<file path="config.mk">
export PLATFORM = sky130hd
export DESIGN_NAME = ws_psum_accum_flat
export DESIGN_NICKNAME = d
export VERILOG_FILES = /design/src/rtl/ws_pe_pkg.sv /design/src/rtl/ws_psum_accum_if.sv /design/src/rtl/ws_adder_tree.sv /design/src/rtl/ws_psum_accum.sv /design/src/flat_wrapper.sv
export SDC_FILE = /design/constraint.sdc
export NUM_CORES = 1
export LEC_CHECK = 0
export ABC_AREA = 1
export BUFFER_PORTS_ARGS = -buffer_cell sky130_fd_sc_hd__clkbuf_2
export CAP_MARGIN = 20
export CORE_UTILIZATION = 35
export CTS_BUF_LIST = sky130_fd_sc_hd__clkbuf_4
export DETAILED_ROUTE_END_ITERATION = 12
export GPL_ROUTABILITY_DRIVEN = 1
export GPL_TIMING_DRIVEN = 0
export PLACE_DENSITY = 0.55
export SLEW_MARGIN = 20
export SYNTH_ARGS = -nofsm -noshare
export SYNTH_HDL_FRONTEND = slang
export SYNTH_SLANG_ARGS = --single-unit
export TNS_END_PERCENT = 1
</file>
<file path="constraint.sdc">
create_clock -name sys_clk -period 1.7 [get_ports sys_clk]
set_input_delay 0.17 -clock sys_clk [delete_from_list [all_inputs] [get_ports sys_clk]]
set_output_delay 0.17 -clock sys_clk [all_outputs]
set_load 0.02 [all_outputs]
</file>
<file path="src/rtl/ws_pe_pkg.sv">
// Shared widths and helpers for the weight-stationary PE datapath.
// Holds the constant clog2 and the clamp used when narrowing accumulator results.
package ws_pe_pkg;

  localparam int DEF_IN_W  = 8;
  localparam int DEF_ACC_W = 16;
  localparam int DEF_OUT_W = 8;

  // Widest accumulator sat_narrow can clamp; callers sign-extend into it.
  localparam int NARROW_W = 64;

  typedef struct packed {
    logic signed [NARROW_W-1:0] value;
    logic                       sat;
  } narrow_t;

  function automatic int clog2(input int n);
    int r;
    int v;
    r = 0;
    v = n - 1;
    while (v > 0) begin
      r++;
      v = v >> 1;
    end
    return r;
  endfunction

  function automatic narrow_t sat_narrow(input logic signed [NARROW_W-1:0] total,
                                         input int out_w);
    logic signed [NARROW_W-1:0] one;
    logic signed [NARROW_W-1:0] hi;
    logic signed [NARROW_W-1:0] lo;
    narrow_t r;
    one     = NARROW_W'(1);
    hi      = (one <<< (out_w - 1)) - one;
    lo      = -(one <<< (out_w - 1));
    r.value = total;
    r.sat   = 1'b0;
    if (total > hi) begin
      r.value = hi;
      r.sat   = 1'b1;
    end else if (total < lo) begin
      r.value = lo;
      r.sat   = 1'b1;
    end
    return r;
  endfunction

endpackage

</file>
<file path="src/rtl/ws_psum_accum_if.sv">
// Beat-in / result-out handshake bundle of the partial-sum accumulator.
// master is the PE-array side that drives beats and consumes results; slave is the accumulator.
interface ws_psum_accum_if
  import ws_pe_pkg::*;
#(
  parameter int NUM_IN = 3,
  parameter int IN_W   = DEF_IN_W,
  parameter int OUT_W  = DEF_OUT_W
);
  logic                     flush;
  logic                     in_valid;
  logic                     in_ready;
  logic [NUM_IN*IN_W-1:0]   in_data;
  logic                     out_valid;
  logic                     out_ready;
  logic [OUT_W-1:0]         out_data;
  logic                     out_sat;
  logic                     busy;

  modport master (
    output flush, in_valid, in_data, out_ready,
    input  in_ready, out_valid, out_data, out_sat, busy
  );

  modport slave (
    input  flush, in_valid, in_data, out_ready,
    output in_ready, out_valid, out_data, out_sat, busy
  );
endinterface

</file>
<file path="src/rtl/ws_adder_tree.sv">
// Combinational signed reduction of NUM_IN packed lanes into one sum.
// SUM_W defaults to the width at which the reduction can never overflow.
module ws_adder_tree
  import ws_pe_pkg::*;
#(
  parameter int NUM_IN = 3,
  parameter int IN_W   = DEF_IN_W,
  parameter int SUM_W  = IN_W + clog2(NUM_IN)
) (
  input  logic [NUM_IN*IN_W-1:0] data,
  output logic signed [SUM_W-1:0] sum
);
  logic signed [IN_W-1:0] lanes [NUM_IN];

  for (genvar i = 0; i < NUM_IN; i++) begin : g_lane
    assign lanes[i] = data[i*IN_W +: IN_W];
  end

  always_comb begin
    // NOTE: default assignment first so this combinational block can never infer a latch.
    sum = '0;
    for (int i = 0; i < NUM_IN; i++) begin
      sum = sum + SUM_W'(lanes[i]);
    end
  end
endmodule

</file>
<file path="src/rtl/ws_psum_accum.sv">
// Partial-sum accumulator: registered lane reduction, ACC_LEN-beat accumulation, valid/ready result register.
// Define WS_ACCUM_SAT_EN to saturate the narrowed result (out_sat flags clipping); otherwise it wraps.
module ws_psum_accum
  import ws_pe_pkg::*;
#(
  parameter int NUM_IN  = 3,
  parameter int IN_W    = DEF_IN_W,
  parameter int ACC_LEN = 3,
  parameter int ACC_W   = DEF_ACC_W,
  parameter int OUT_W   = DEF_OUT_W
) (
  input logic            sys_clk,
  input logic            CLR,
  ws_psum_accum_if.slave bus
);
  localparam int SUM_W     = IN_W + clog2(NUM_IN);
  localparam int MIN_ACC_W = SUM_W + clog2(ACC_LEN);
  localparam int CNT_W     = (ACC_LEN > 1) ? clog2(ACC_LEN) : 1;
  localparam logic [CNT_W-1:0] LAST_BEAT = CNT_W'(ACC_LEN - 1);

  if (NUM_IN < 1 || ACC_LEN < 1) begin : g_bad_counts
    $error("ws_psum_accum: NUM_IN and ACC_LEN must be at least 1");
  end
  if (ACC_W < MIN_ACC_W) begin : g_bad_acc_w
    $error("ws_psum_accum: ACC_W too small for NUM_IN/IN_W/ACC_LEN");
  end
  if (OUT_W > ACC_W) begin : g_bad_out_w
    $error("ws_psum_accum: OUT_W must not exceed ACC_W");
  end

  logic                    stall;
  logic                    accept;
  logic                    final_beat;
  logic signed [SUM_W-1:0] tree_sum;
  logic                    s1_v;
  logic signed [SUM_W-1:0] s1_sum;
  logic signed [ACC_W-1:0] acc;
  logic signed [ACC_W-1:0] total;
  logic [CNT_W-1:0]        beat_cnt;
  logic [OUT_W-1:0]        narrow_val;
  logic                    narrow_sat;
  logic                    out_valid_q;
  logic [OUT_W-1:0]        out_data_q;
  logic                    out_sat_q;

  ws_adder_tree #(
    .NUM_IN (NUM_IN),
    .IN_W   (IN_W),
    .SUM_W  (SUM_W)
  ) u_tree (
    .data (bus.in_data),
    .sum  (tree_sum)
  );

  // A held result freezes the whole pipeline so no beat is lost or duplicated.
  assign stall        = out_valid_q && !bus.out_ready;
  assign bus.in_ready = !stall && !bus.flush;
  assign accept       = bus.in_valid && bus.in_ready;
  assign final_beat   = !stall && !bus.flush && s1_v && (beat_cnt == LAST_BEAT);
  assign total        = acc + ACC_W'(s1_sum);

`ifdef WS_ACCUM_SAT_EN
  narrow_t nr;
  assign nr         = sat_narrow(NARROW_W'(total), OUT_W);
  assign narrow_val = nr.value[OUT_W-1:0];
  assign narrow_sat = nr.sat;
`else
  assign narrow_val = total[OUT_W-1:0];
  assign narrow_sat = 1'b0;
`endif

  // Flush drops the partial group, including a beat still sitting in stage 1.
  always_ff @(posedge sys_clk or posedge CLR) begin
    // NOTE: non-blocking (<=) for all state so every register samples pre-edge values.
    if (CLR) begin
      s1_v     <= 1'b0;
      s1_sum   <= '0;
      acc      <= '0;
      beat_cnt <= '0;
    end else if (bus.flush) begin
      s1_v     <= 1'b0;
      acc      <= '0;
      beat_cnt <= '0;
    end else if (!stall) begin
      s1_v   <= accept;
      s1_sum <= tree_sum;
      if (s1_v) begin
        if (beat_cnt == LAST_BEAT) begin
          acc      <= '0;
          beat_cnt <= '0;
        end else begin
          acc      <= total;
          beat_cnt <= beat_cnt + CNT_W'(1);
        end
      end
    end
  end

  // A completing group may overwrite a result being taken this cycle, giving back-to-back output.
  always_ff @(posedge sys_clk or posedge CLR) begin
    if (CLR) begin
      out_valid_q <= 1'b0;
      out_data_q  <= '0;
      out_sat_q   <= 1'b0;
    end else if (final_beat) begin
      out_valid_q <= 1'b1;
      out_data_q  <= narrow_val;
      out_sat_q   <= narrow_sat;
    end else if (bus.out_ready) begin
      out_valid_q <= 1'b0;
    end
  end

  assign bus.out_valid = out_valid_q;
  assign bus.out_data  = out_data_q;
  assign bus.out_sat   = out_sat_q;
  assign bus.busy      = (beat_cnt != '0) || s1_v;
endmodule
</file>
<file path="src/flat_wrapper.sv">
// flat-port wrapper written by rule: the top's interface ports become plain ports
module ws_psum_accum_flat import ws_pe_pkg::*;
#(
  parameter int NUM_IN  = 3,
  parameter int IN_W    = DEF_IN_W,
  parameter int ACC_LEN = 3,
  parameter int ACC_W   = DEF_ACC_W,
  parameter int OUT_W   = DEF_OUT_W
)
  (sys_clk, CLR, bus_flush, bus_in_valid, bus_in_data, bus_out_ready, bus_in_ready, bus_out_valid, bus_out_data, bus_out_sat, bus_busy);
  ws_psum_accum_if #(.NUM_IN(NUM_IN), .IN_W(IN_W), .OUT_W(OUT_W)) bus_i ();
  input logic sys_clk;
  input logic CLR;
  input wire logic [$bits(bus_i.flush)-1:0] bus_flush;
  input wire logic [$bits(bus_i.in_valid)-1:0] bus_in_valid;
  input wire logic [$bits(bus_i.in_data)-1:0] bus_in_data;
  input wire logic [$bits(bus_i.out_ready)-1:0] bus_out_ready;
  output wire logic [$bits(bus_i.in_ready)-1:0] bus_in_ready;
  output wire logic [$bits(bus_i.out_valid)-1:0] bus_out_valid;
  output wire logic [$bits(bus_i.out_data)-1:0] bus_out_data;
  output wire logic [$bits(bus_i.out_sat)-1:0] bus_out_sat;
  output wire logic [$bits(bus_i.busy)-1:0] bus_busy;
  assign bus_i.flush = bus_flush;
  assign bus_i.in_valid = bus_in_valid;
  assign bus_i.in_data = bus_in_data;
  assign bus_i.out_ready = bus_out_ready;
  assign bus_in_ready = bus_i.in_ready;
  assign bus_out_valid = bus_i.out_valid;
  assign bus_out_data = bus_i.out_data;
  assign bus_out_sat = bus_i.out_sat;
  assign bus_busy = bus_i.busy;
  ws_psum_accum #(.NUM_IN(NUM_IN), .IN_W(IN_W), .ACC_LEN(ACC_LEN), .ACC_W(ACC_W), .OUT_W(OUT_W)) u_core (.sys_clk(sys_clk), .CLR(CLR), .bus(bus_i));
endmodule
</file>
# Word-level counts from Yosys, hierarchy flattened
# Index checks and enable logic that the tools add are counted.
# classes
add_sub_neg	4
eq_ne	2
n_mux	12
bitwise_logic	2
reduce_logical	14
# op_table
cell	n
two-way mux 16 bit	4
adder 16 x 10 -> 16 bit	1
adder 9 x 8 -> 10 bit	1
adder 8 x 8 -> 9 bit	1
two-way mux 2 bit	4
nonzero test 2 bit	3
logical AND 1 bit	5
two-way mux 1 bit	4
AND reduction 2 bit	2
logical NOT 1 bit	3
adder 2 x 1 -> 2 bit, second input constant	1
== test 2 bit, second input constant	1
!= test 2 bit, second input constant	1
NOT 1 bit	2
logical OR 1 bit	1
# totals
register_bits	38
output_inout_bits	12

# Logic depth before layout (Yosys ltp)
# Gate-level depths: netlist of run 1.
# logic_depth
depth_word	7
mapped_depth	11
mapped_depth_nobuf	11

# Cells and area by module
# From an unflattened synthesis of run 1, not the netlist that was laid out.
# unflattened
cells_unflattened	264
area_unflattened_um2	2094.5
# modules_own_cells
module	instances	cells_each	area_each_um2	seq_area_each_um2
ws_psum_accum	1	182	1514.0	700.7
ws_adder_tree	1	82	580.6	0.0

# Worst setup path after synthesis of run 1
# Ideal clock, no wire load.
# synth_timing
path_kind	input to register
from	input bus_in_data[1]
to	register u_core.s1_sum[5]
arrival_ns	1.712
t_required_ns	1.635
setup_slack_ns	-0.077
path_stages	7
path_cell_list	fa_1 -> ha_1 -> fa_1 -> a21oi_1 -> xnor2_1 -> nand2_1 -> nand2_1
# synth_via
elab_chain_len	2
# synth_lines
element	line	source
from (decl)	flat_wrapper.sv:16	input wire logic [$bits(bus_i.in_data)-1:0] bus_in_data;
adder 8 x 8 -> 9 bit	ws_adder_tree.sv:23	sum = sum + SUM_W'(lanes[i]);
adder 9 x 8 -> 10 bit	ws_adder_tree.sv:23	
to (signal assigned)	ws_psum_accum.sv:86	s1_sum <= tree_sum;
to (decl)	ws_psum_accum.sv:36	logic signed [SUM_W-1:0] s1_sum;
# Every way passes these cells.
# A chain may end at the register's enable or synchronous reset.

# Worst setup path after layout of run 1
# layout_timing
from	input bus_in_data[1]
to	register u_core.s1_sum[7]
# Same word-level chain as after synthesis.

==> flow_summary.toml, run 1 <==
[global_route]
grt_overflow_total = 0
grt_max_degree = 29
grt_first_pass_wirelength_um = 6310
grt_pass1_vias = 1479
grt_use_total = 0.131
antenna_found_initial = 0

[sta]
slew_violations = 0
finalHoldViolCount = 0
skew_ns = 0.00737
min_period_ns = 1.56
max_freq_mhz = 642
setup_tns_ns = 0
setup-violations-final = 0
finalCritPeriodShare = 0.916
slew_headroom = 0.616
rsz0062_at_grt = "no"
tightest_slew_ns = 0.575

[detailed_routing]
num_vias = 1576
drt_iter0_markers = 74
drtPass1Iterations = 4
dr_wl_met3_um = 106
wl_met2_um = 1590
ant_nets = 0
wl_met1_um = 1770
drc = 0
vias_per_cell = 4.33
route.top_layer_used = "met4"
wl_per_cell_um = 9.61
wirelength_um = 3500

[critical_path]
setup.worst_path.start_class = "input pin"
worstPathRequired_ns = 1.92
reg2reg_depth = 6
rr_startpoint = "u_core.acc[0]"
crit_fanout = 4
worstReg2RegEnd = "u_core.acc[4]"
worstSetupPathType = "input pin to flip-flop"
worstSetupEndpointType = "flip-flop"
arrival_ns = 1.78
r2r_slack_ns = 0.16

[logic_synthesis]
ys_ff_latch = 28
synth_area_leader_cell = "dfrtp_1"
netlist_area_um2 = 1970
yosys-top-cells-count = "nand2_1 (91), inv_1 (41), dfrtp_1 (28)"
ys_top_cells_by_area = "dfrtp_1 (36%), nand2_1 (17%), fa_1 (9.1%)"
yosys.area.top_type_share = 0.355
synth_nets = 302
synthArstFlopShare = 1.00
synthCells = 251
yosys_warnings = 0
synth_most_common_cell = "nand2_1"
yosysSeqAreaShare = 0.355
synth_cell_types = 25
synth-edff-count = 0
syn_area_per_cell_um2 = 7.86
synth-main-ff-cell = "dfrtp_1"

[floorplanning]
die_y_um = 77.1
num_rows = 26
die_w_um = 77.1
fp.coreArea_um2 = 5270
start_util = 0.374
pin_count = 41
dieArea_um2 = 5940

[clock_tree]
cts_buffers = 3
cts_setup_buffers = 0
h-tree-depth = 1
cts_sinks = 28
clk_pin_slew_ns = 0.14
clk_latency_ns = 0.32
cts-root-buf = "clkbuf_4"
cts_tree = "built"
clk_path_buf_depth = 2

[placement]
dp.cells = 360
routabilityCongestion = 0.825
place_hpwl_um = 2860
numPortBuffers = 39

[worst_hold_path]
hold_start = "bus_out_ready"
min_delay_path_depth = 2
hold_class = "input pin to flip-flop"
hold_end = "u_core.bus.out_valid"

[layout]
fillers = 550
syn2layout_area_growth_pct = 16.6
fin_nets = 347
drive_above_1_share = 0.201
fin_cells = 364
antenna_cells = 0

[run]
cap_violations = 0

[power]
pwr-share-comb = 0.427
p_total_mw = 1.94
clkPwrFrac = 0.136
seqPwrFrac = 0.437
p_sw_mw = 0.751
p_leak_nw = 1.37
pwr_density_cell_nw_per_um2 = 844
p_int_mw = 1.19
switching_share = 0.387
irDropWorstVdd_v = 0.000309

[run_status]
status = "finished, final reports clean"
per-stage QoR:
step	instance area, µm²	util	setup slack, ns	hold WS (ns)
finish	2300	0.437	0.142	0.0566
global route	2300	0.437	0.0408	0.0646
CTS	2280	0.434	0.0665	0.0473
detailed placement	2260	0.429	-0.211	0.410
global placement	2260	0.429	-0.190	0.402
floorplan	1980	-	-0.00401	0.235
placed cells by master, fill, tap and decap left out, types with 2 or more instances in the layout:
cell type / instances
o21ai_0: 8
a21oi_1: 7
nand2_1: 91
fa_1: 7
nor2_8: 2
clkbuf_4: 3
dfrtp_1: 28
o21ai_2: 3
xnor2_1: 4
inv_2: 2
nor2_4: 2
clkinv_1: 2
ha_1: 13
xor2_1: 3
clkbuf_2: 39
fa_2: 2
nand3_1: 18
a21oi_2: 2
inv_1: 40
nand4_1: 2
nor2_1: 7
how the worst max path moves through the flow:
stage | start | end | slack, ns
floorplan | bus_in_data[1] | u_core.s1_sum[7] | -0.004
global placement | bus_in_data[1] | u_core.s1_sum[7] | -0.19
detailed placement | bus_in_data[1] | u_core.s1_sum[7] | -0.21
CTS | u_core.s1_sum[0] | u_core.acc[4] | 0.07
global route | u_core.s1_sum[0] | u_core.bus.out_data[4] | 0.04
finish | bus_in_data[1] | u_core.s1_sum[7] | 0.14
area by class of cell:
| type | count | area [µm²] | share of cell area |
|---|---|---|---|
| buffer | 2 | 18.8 | 0.00816 |
| inverter | 44 | 165 | 0.0718 |
| multi-input combinational | 177 | 1100 | 0.479 |
| sequential | 28 | 701 | 0.305 |
| tap | 70 | 87.6 | 0.0381 |
| timing repair buffer | 40 | 205 | 0.0892 |
| clock buffer | 3 | 22.5 | 0.00979 |
timing repair:
item,in CTS,in global routing
endpoints found under the hold margin,0,28
setup endpoints to repair,0,2
hold buffers,0,1
gates resized for setup,0,2
registers in the layout, summed over array words and instances (netlist names):
name                  cells
u_core.acc                8
u_core.beat_cnt           2
u_core.s1_sum             8
u_core.s1_v               1
u_core.bus.out_data       8
u_core.bus.out_valid      1
worst max-delay path: stages:
cell	delay [ns]
clkbuf_2	0.09
fa_1	0.47
ha_1	0.25
fa_2	0.40
inv_1	0.08
nor3_1	0.05
nor2_1	0.09
nand2_1	0.06
nand3_1	0.06
nand2_1	0.05
layer usage:
metal	global-route usage	vias to the layer above
met2	0.224	34
met4	0.0509	0
met3	0.0119	2
met1	0.171	676
met5	0	-
li1	-	864
cell families (layout without fill, tap and decap cells):
kind of cell | count (synthesis) | in the layout | share of synthesized area
simple gates | 125 | 125 | 0.282
buf+inv | 46 | 89 | 0.0932
flops | 28 | 28 | 0.355
other cells | 1 | 1 | 0.00190
compound gates | 22 | 22 | 0.0634
xor+xnor | 7 | 7 | 0.0311
fa+ha+maj | 22 | 22 | 0.174
power by group through the flow:
stage               clock network (mW)  logic (mW)  registers, mW
floorplan                            0       0.603          0.882
CTS                              0.282       0.832          0.850
finish                           0.264       0.830          0.849
global placement                     0       0.819          0.860
detailed placement                   0       0.828          0.863
global route                     0.297       0.965          0.867
No activity file was read; power rests on OpenSTA's default activity.
==> inputs of run 2 (changes only) <==
Settings changed: CORE_UTILIZATION 35 to 50, PLACE_DENSITY 0.55 to 0.74.
==> run 2 against run 1 <==
Combinational power fell by 1%. Total power shrank 0.27%. Non-clock buffer count stayed put. First-iteration DRC count is 8.1% higher. Die area shrank 29%. Worst setup slack better by 0.026 ns. Clock power barely moved. Cell area is 1.2% lower. Via count grew 2.2%. Clock skew is 0.0044 ns lower. Critical endpoint is now u_core.bus.out_data[4]. Largest cell class unchanged. Largest power group unchanged.
==> flow_summary.toml, run 2 (synthesis results as in run 1) <==
[detailed_routing]
wl_per_cell_um = 10.0
ant_nets = 0
drtPass1Iterations = 4
vias_per_cell = 4.71
wirelength_um = 3420
num_vias = 1611
drc = 0
drt_iter0_markers = 80

[global_route]
grt_max_degree = 29
grt_use_total = 0.191
grt_first_pass_wirelength_um = 6350
grt_overflow_total = 0
antenna_found_initial = 0
grt_pass1_vias = 1572

[worst_hold_path]
hold_class = "input pin to flip-flop"
hold_start = "bus_out_ready"

[power]
irDropWorstVdd_v = 0.000322
p_total_mw = 1.94
pwr_density_cell_nw_per_um2 = 852
p_leak_nw = 1.37

[layout]
final_util = 0.612
layout_commonest_cell = "nand2_1"
fin_nets = 347
antenna_cells = 0
drive_above_1_share = 0.201
syn2layout_area_growth_pct = 15.2
mostFrequentLayoutCells = "nand2_1 (91), inv_1 (40), clkbuf_2 (39)"

[critical_path]
rr_startpoint = "u_core.s1_sum[0]"
worstSetupEndpointType = "flip-flop"
setup.worst_path.start_class = "flip-flop"
worstSetupPathType = "flip-flop to flip-flop"
crit_fanout = 3
crit_start = "u_core.s1_sum[0]"
arrival_ns = 1.81
worstPathRequired_ns = 1.98

[sta]
min_period_ns = 1.53
tightest_slew_ns = 0.566
worst_slack_ns = 0.169
slew_headroom = 0.622
setup-violations-final = 0
max_freq_mhz = 653
slew_violations = 0
whs_ns = 0.0724
finalCritPeriodShare = 0.901
rsz0062_at_grt = "no"
finalHoldViolCount = 0
skew_ns = 0.00301

[run]
cap_violations = 0

[floorplanning]
fp.coreArea_um2 = 3720
die_y_um = 64.8
dieArea_um2 = 4200
start_util = 0.531
pin_count = 41
die_w_um = 64.8
num_rows = 22

[clock_tree]
cts_sinks = 28
clk_path_buf_depth = 2
cts_setup_buffers = 0
cts_tree = "built"
cts-root-buf = "clkbuf_4"
clk_pin_slew_ns = 0.14
clk_latency_ns = 0.33
cts_buffers = 3
h-tree-depth = 1

[placement]
numPortBuffers = 39
place_hpwl_um = 2780
dp_slack_ns = -0.183
routabilityCongestion = 0.868

[run_status]
status = "finished, final reports clean"
[run 2: cell counts in the layout (fill, tap and decap cells not counted)]
Identical to the previous run, type by type.
[run 2: critical path, cell delays in order (launching register included)]
cell and delay, ns:
dfrtp_1 0.43, ha_1 0.22, fa_2 0.38, a21oi_2 0.16, xnor2_1 0.15, nand2_1 0.08, nand2_1 0.06
[run 2: layout make-up]
class	instances	area, µm²
timing repair buffer	40	205
tap	48	60.1
sequential	28	701
multi-input combinational	177	1100
fill	368	1440
inverter	44	165
buffer	2	18.8
clock buffer	3	22.5
[run 2: where the power goes]
group | internal [mW] | switching, mW | total (mW) | leakage (nW)
combinational | 0.332 | 0.490 | 0.822 | 0.985
clock | 0.0834 | 0.183 | 0.266 | 0.0138
sequential | 0.776 | 0.0735 | 0.849 | 0.370
[run 2: path summary, 6_finish.rpt]
| kind | cells past startpoint | slack [ns] | endpoint |
|---|---|---|---|
| setup / recovery | 6 | 0.17 | u_core.bus.out_data[4] |
| hold / removal | 2 | 0.07 | u_core.bus.out_valid |
| setup reg to reg | 6 | 0.17 | u_core.bus.out_data[4] |
| hold reg to reg | 2 | 0.50 | u_core.bus.out_data[1] |
| max in group asynchronous | 3 | 0.92 | u_core.s1_sum[7] |
| min in group asynchronous | 3 | 0.41 | u_core.acc[1] |
[run 2: what timing repair did]
| item | 4_1_cts | 5_1_grt |
|---|---|---|
| hold buffers | 0 | 1 |
| resized for setup | 0 | 2 |
| setup endpoints to repair | 0 | 4 |
| endpoints found under the hold margin | 0 | 28 |
[run 2: routing by layer]
layer / vias to the layer above / track usage / part of all wire
li1: 861 / - / -
met1: 708 / 0.225 / 0.47
met2: 36 / 0.355 / 0.48
met3: 6 / 0.0123 / 0.033
met4: 0 / 0.0806 / 0.018
met5: - / 0 / 0
[run 2: metrics by stage]
stage,TNS (ns),instance area [µm²],cells
final,0,2270,342
after CTS,0,2260,341
after global routing,0,2270,342
after detailed placement,-0.420,2230,338
after floorplan,-0.00401,1980,251
after global placement,-0.384,2230,338
